[src/rtl/wddl_pkg.sv]
// Shared types and constants for the WDDL register stage: sequencer state and
// the precharge (spacer) rail pair.
package wddl_pkg;

    typedef enum logic {
        PRE  = 1'b0,
        EVAL = 1'b1
    } state_t;

    typedef struct packed {
        logic p;
        logic n;
    } rail_pair_t;

    // Spacer value driven on both rails between tokens.
    localparam rail_pair_t PRECHARGE = '{p: 1'b0, n: 1'b0};

endpackage

[src/rtl/wddl_cw_check.sv]
// Combinational dual-rail codeword checker: flags any bit whose rails are
// 00 or 11 (both are illegal at capture time).
module wddl_cw_check #(
    parameter int WIDTH = 1
) (
    input  logic [WIDTH-1:0] d_p,
    input  logic [WIDTH-1:0] d_n,
    output logic             bad_cw
);

    logic [WIDTH-1:0] bad_bit;

    generate
        for (genvar gi = 0; gi < WIDTH; gi++) begin : g_bit
            assign bad_bit[gi] = ~(d_p[gi] ^ d_n[gi]);
        end
    endgenerate

    assign bad_cw = |bad_bit;

endmodule

[src/rtl/wddl_reg_stage.sv]
// Dual-rail WDDL pipeline register with a PRE/EVAL sequencer that forces an
// all-zero precharge cycle between tokens. Optional checker: WDDL_REG_CHECK_EN.
module wddl_reg_stage
    import wddl_pkg::*;
#(
    parameter int WIDTH     = 1,
    parameter int ERR_CNT_W = 8
) (
    input  logic                 clk_in,
    input  logic                 rst_in,
    input  logic                 valid_in,
    output logic                 ready_out,
    input  logic [WIDTH-1:0]     d_p_in,
    input  logic [WIDTH-1:0]     d_n_in,
    output logic                 valid_out,
    input  logic                 ready_in,
    output logic [WIDTH-1:0]     d_p_out,
    output logic [WIDTH-1:0]     d_n_out,
    output logic                 phase_out,
    output logic                 err_out,
    output logic [ERR_CNT_W-1:0] err_cnt_out
);

    state_t           state_reg;
    state_t           state_next;
    logic [WIDTH-1:0] d_p_reg;
    logic [WIDTH-1:0] d_n_reg;
    logic             capture;

    assign capture = (state_reg == PRE) && valid_in;

    always_ff @(posedge clk_in) begin
        if (rst_in) begin
            state_reg <= PRE;
        end else begin
            state_reg <= state_next;
        end
    end

    always_comb begin
        state_next = state_reg;
        case (state_reg)
            PRE:     if (valid_in) state_next = EVAL;
            EVAL:    if (ready_in) state_next = PRE;
            default: state_next = PRE;
        endcase
    end

    // Outputs depend on state only, so no combinational handshake paths exist.
    always_comb begin
        valid_out = (state_reg == EVAL);
        phase_out = (state_reg == EVAL);
        ready_out = (state_reg == PRE);
    end

    // Data registers are zero whenever the stage is in PRE; illegal words are
    // captured verbatim.
    always_ff @(posedge clk_in) begin
        if (rst_in || ((state_reg == EVAL) && ready_in)) begin
            d_p_reg <= {WIDTH{PRECHARGE.p}};
            d_n_reg <= {WIDTH{PRECHARGE.n}};
        end else if (capture) begin
            d_p_reg <= d_p_in;
            d_n_reg <= d_n_in;
        end
    end

    assign d_p_out = d_p_reg;
    assign d_n_out = d_n_reg;

`ifdef WDDL_REG_CHECK_EN
    logic                 bad_cw;
    logic                 err_reg;
    logic [ERR_CNT_W-1:0] err_cnt_reg;

    wddl_cw_check #(
        .WIDTH (WIDTH)
    ) u_cw_check (
        .d_p    (d_p_in),
        .d_n    (d_n_in),
        .bad_cw (bad_cw)
    );

    always_ff @(posedge clk_in) begin
        if (rst_in) begin
            err_reg     <= 1'b0;
            err_cnt_reg <= '0;
        end else if (capture && bad_cw) begin
            err_reg <= 1'b1;
            if (err_cnt_reg != {ERR_CNT_W{1'b1}}) begin
                err_cnt_reg <= err_cnt_reg + 1'b1;
            end
        end
    end

    assign err_out     = err_reg;
    assign err_cnt_out = err_cnt_reg;
`else
    assign err_out     = 1'b0;
    assign err_cnt_out = '0;
`endif

endmodule

[config.mk]
export PLATFORM = sky130hd
export DESIGN_NAME = wddl_reg_stage
export DESIGN_NICKNAME = d
export VERILOG_FILES = /design/src/rtl/wddl_pkg.sv /design/src/rtl/wddl_cw_check.sv /design/src/rtl/wddl_reg_stage.sv
export SDC_FILE = /design/constraint.sdc
export NUM_CORES = 1
export LEC_CHECK = 0
export ABC_AREA = 1
export BUFFER_PORTS_ARGS = -buffer_cell sky130_fd_sc_hd__buf_4
export CORE_AREA = 5 5 42 44
export DETAILED_ROUTE_END_ITERATION = 12
export DIE_AREA = 0 0 47 49
export SKIP_CTS_REPAIR_TIMING = 1
export SLEW_MARGIN = 20
export SYNTH_ARGS = -nofsm -noshare
export SYNTH_HDL_FRONTEND = slang
export SYNTH_HIERARCHICAL = 1
export SYNTH_SLANG_ARGS = --single-unit
[constraint.sdc]
create_clock -name clk_in -period 0.8 [get_ports clk_in]
set_input_delay 0.08 -clock clk_in [delete_from_list [all_inputs] [get_ports clk_in]]
set_output_delay 0.08 -clock clk_in [all_outputs]
set_load 0.05 [all_outputs]
==> Yosys cells after proc, flatten, opt, wreduce, memory -nomap -nowiden <==
Cells that the tools add are included.
{ "totals": {"register_bits": 3, "latchBits": 0, "mem_bits_rw": 0, "mem_bits_ro": 0, "input_bits": 6, "out_inout_bits": 14, "elab_cells": 10, "mem_count": 0} }
{ "classes": {"add_sub_neg": 0, "mul": 0, "div": 0, "magnitude_cmp": 0, "n_eq_ne": 0, "shifts": 0, "muxes": 3, "bitwise_logic": 1, "reduce_logical": 3} }
{ "ops": {"columns": ["op", "n"], "rows": [
  ["logical AND 1 bit", 2],
  ["two-way mux 1 bit", 2],
  ["one-hot mux 1 bit (2 select lines)", 1],
  ["logical OR 1 bit", 1],
  ["inverter 1 bit", 1]
]} }

==> Logic depth before layout (Yosys ltp) <==
{ "depth": {"depth_word": 2, "depth_mapped": 4, "ltp_nobuf": 4} }

==> Least setup slack after synthesis <==
No wires, ideal clock.
{ "synth_timing": {"kind": "register to register", "start": "register state_reg, in the netlist phase_out", "end": "register d_n_reg, in the netlist d_n_out", "setup_ps": 64, "t_arrival_ps": 1361, "slack_ps": -625, "stages_incl_launch_ff": 5, "path_buffers": 0, "period_less_slack_ps": 1425, "cell_sequence": "dfxtp_1 -> inv_1 -> nand3_1 -> nand2_1 -> nor2_1"} }
{ "synth_between": {"elab_chain_cells": 2, "elab_cells_between_ends": 4} }
{ "synth_lines": {"columns": ["element", "line_no", "text"], "rows": [
  ["start: declaration", "wddl_reg_stage.sv:24", "state_t state_reg;"],
  ["start signal: assignment", "wddl_reg_stage.sv:36", "state_reg <= state_next;"],
  ["inverter 1 bit", null, null],
  ["named net ready_out", "wddl_reg_stage.sv:12", "output logic ready_out,"],
  ["logical AND 1 bit", "wddl_reg_stage.sv:30", "assign capture = (state_reg == PRE) && valid_in;"],
  ["end signal: assignment", "wddl_reg_stage.sv:61", "d_n_reg <= {WIDTH{PRECHARGE.n}};"],
  ["end signal: assignment", "wddl_reg_stage.sv:64", "d_n_reg <= d_n_in;"],
  ["end: declaration", "wddl_reg_stage.sv:27", "logic [WIDTH-1:0] d_n_reg;"]
]} }
The timed path passes the listed nets, and every way through them passes these cells.
A chain may end at the register's enable or synchronous reset.

==> Worst setup path in the final report <==
{ "layout_timing": {"start": "register state_reg, in the netlist phase_out", "end": "output ready_out"} }
{ "layout_between": {"elab_chain_cells": 1} }
{ "layout_lines": {"columns": ["element", "line_no", "text"], "rows": [
  ["inverter 1 bit", "wddl_reg_stage.sv:53", "ready_out = (state_reg == PRE);"],
  ["end: declaration", "wddl_reg_stage.sv:12", null]
]} }
Every way passes these cells.

==> impl_metrics.yaml <==
outcome:
  status: "complete, but fails checks"
  violations: "setup timing"
global_routing:
  antenna_found_initial: 0
  grt_overflow: 0
  grt_max_degree: 6
  grt_usage_pct: 4.57
  grt_pass1_vias: 185
  grt_first_pass_wirelength_microns: 676
worst_setup_path:
  crit_required_ns: 0.72
  endpoint_kind: "output pin"
  worstPathArrival_ns: 0.86
  startpoint: "phase_out"
  cp_cell_sequence: "clkinvlp_4 > buf_6"
  start_kind: "flop"
  ff2ff_path_depth: 5
  crit_type: "flop to output pin"
  cp_slowest_stage_delay_ns: 0.37
  r2r-start: "phase_out"
  crit_slowest_cell: "dfxtp_4"
  cp_max_fo: 5
  r2r_slack_ns: -0.07
  crit_end: "ready_out"
  timing.rr.end: "d_n_out"
yosys:
  syn_inst: 30
  yosysSeqAreaShare_pct: 29.1
  synth_commonest_cells: "buf_4, nor2_1, inv_1"
  yosysMostFrequentCell: "buf_4"
  ys_seq_elements: 3
  yosysTopAreaCellShare_pct: 36.4
  async_flop_share_pct: 0
  synth_top_area_cell: "buf_4"
  synth_area_per_cell_sq_um: 6.88
  yosys_warnings: 6
  synth.distinct_cells: 9
  synthFlopType: "dfxtp_1"
  netlist_area_sq_um: 206
  synth_area_leaders: "buf_4, dfxtp_1, nor2_1, inv_1, nand2_1"
  synth_edf_count: 0
sta:
  skew_ns: 0.00378
  rsz0062_at_grt: "true"
  setup_viol: 5
  fin_crit_sh_pct: 118
  maxSlewViolCount: 0
  fin_ws_ns: -0.144
  hold_ws_ns: 0.0915
  hold_violations: 0
  period_needed_ns: 0.944
  fmax_mhz: 1060
floorplanning:
  ioPinCount: 20
  initial_core_util_pct: 14.7
  die_y_microns: 49
  coreArea_sq_mm: 0.00140
  die_area_sq_mm: 0.00230
  num_rows: 14
  die_width_microns: 47
drt:
  wirelength_microns: 441
  via_per_inst: 3.22
  drt_iter0_drc: 1
  drc: 0
  drt-pass1-iter-count: 2
  antenna_left: 0
  vias: 190
  wl_per_cell_microns: 7.47
finish:
  areaGrowthSynthToFinish_pct: 57.6
  antennaDiodeCount: 0
  final_core_util_pct: 23.2
  drive_gt1_share_pct: 48.8
  final_cells: 59
  design_area_sq_um: 325
  fin_nets: 50
power:
  power_density_mw_per_mm2: 2220
  leakagePower_nw: 0.174
  vdd_drop_max_mv: 0.376
  design_power_total_mw: 0.721
clock_network:
  clockRootBuffer: "clkbuf_4"
  cts_buffers: 3
  path_clk_slew_ns: 0.04
  clk_latency_ns: 0.24
  cts_tree: "built"
  cts_max_level: 1
  cts_buffer_depth: 2
  clkSinkCount: 3
placement:
  globalplace.congestion: 0.758
  dp_cells: 54
  dpl-instance-area_sq_um: 274
  io_buffers: 10
flow_run:
  drv_cap: 0
worst_hold_path:
  hold_path.class: "primary input to flop"
==> cells by family (layout without fill, tap and decap cells) <==
group,Yosys count,count (layout),synth area share [%]
other cells,1,9,1.82
flops,3,3,29.1
compound gates,1,1,2.42
simple gates,11,11,23.0
buf+inv,14,19,43.6
==> worst max-delay path: cells and delay by family (launching register included) <==
family                 cells  cell delay, ns
buffers and inverters      2            0.26
DFF                        1            0.37
==> per-layer routing <==
layer,global-route usage (%),vias to the layer above,wire length (microns)
li1,-,94,-
met1,3.29,80,132
met2,6.56,14,224
met3,2.21,2,63
met4,6.91,0,21
met5,0,-,0
==> final cells by class <==
class	instances	area, sq um
Fill cell	166	1080
Timing Repair Buffer	11	97.6
Multi-Input combinational cell	21	96.3
Sequential cell	3	66.3
Clock buffer	4	26.3
Tap cell	16	20.0
Inverter	4	18.8
==> cell usage in the layout, fill, tap and decap left out, drive strengths merged <==
cell and n:
and2 1, clkbuf 4, inv 3, a21oi 1
nand3 2, buf 11, dfxtp 3, conb 9
nor2 5, clkinvlp 1, nand2 3
==> where the power goes <==
group	switching, mW	internal (mW)
sequential	0.0125	0.164
clock	0.0870	0.187
combinational	0.199	0.0716
total	0.298	0.423
==> worst min path at each step <==
stage	start	cells after the start	slack [ns]	to
finish	rst_in	4	0.09	d_p_out
CTS	rst_in	4	0.09	d_p_out
global route	rst_in	4	0.11	d_n_out
global placement	rst_in	4	0.35	d_p_out
detailed placement	rst_in	4	0.35	d_p_out
floorplan	rst_in	3	0.24	d_n_out
==> per-stage QoR <==
stage                     setup TNS [ns]  setup slack [ns]
after floorplan                   -0.861            -0.273
after global placement                 0            0.0171
after detailed placement               0            0.0156
after CTS                         -0.511            -0.223
after global routing              -0.780            -0.187
final                             -0.433            -0.144
==> sequential cells by signal, indices dropped and copies added, names as in the netlist <==
register	flops
phase_out	1
d_p_out	1
d_n_out	1
Power figures use the tool's default switching activity.
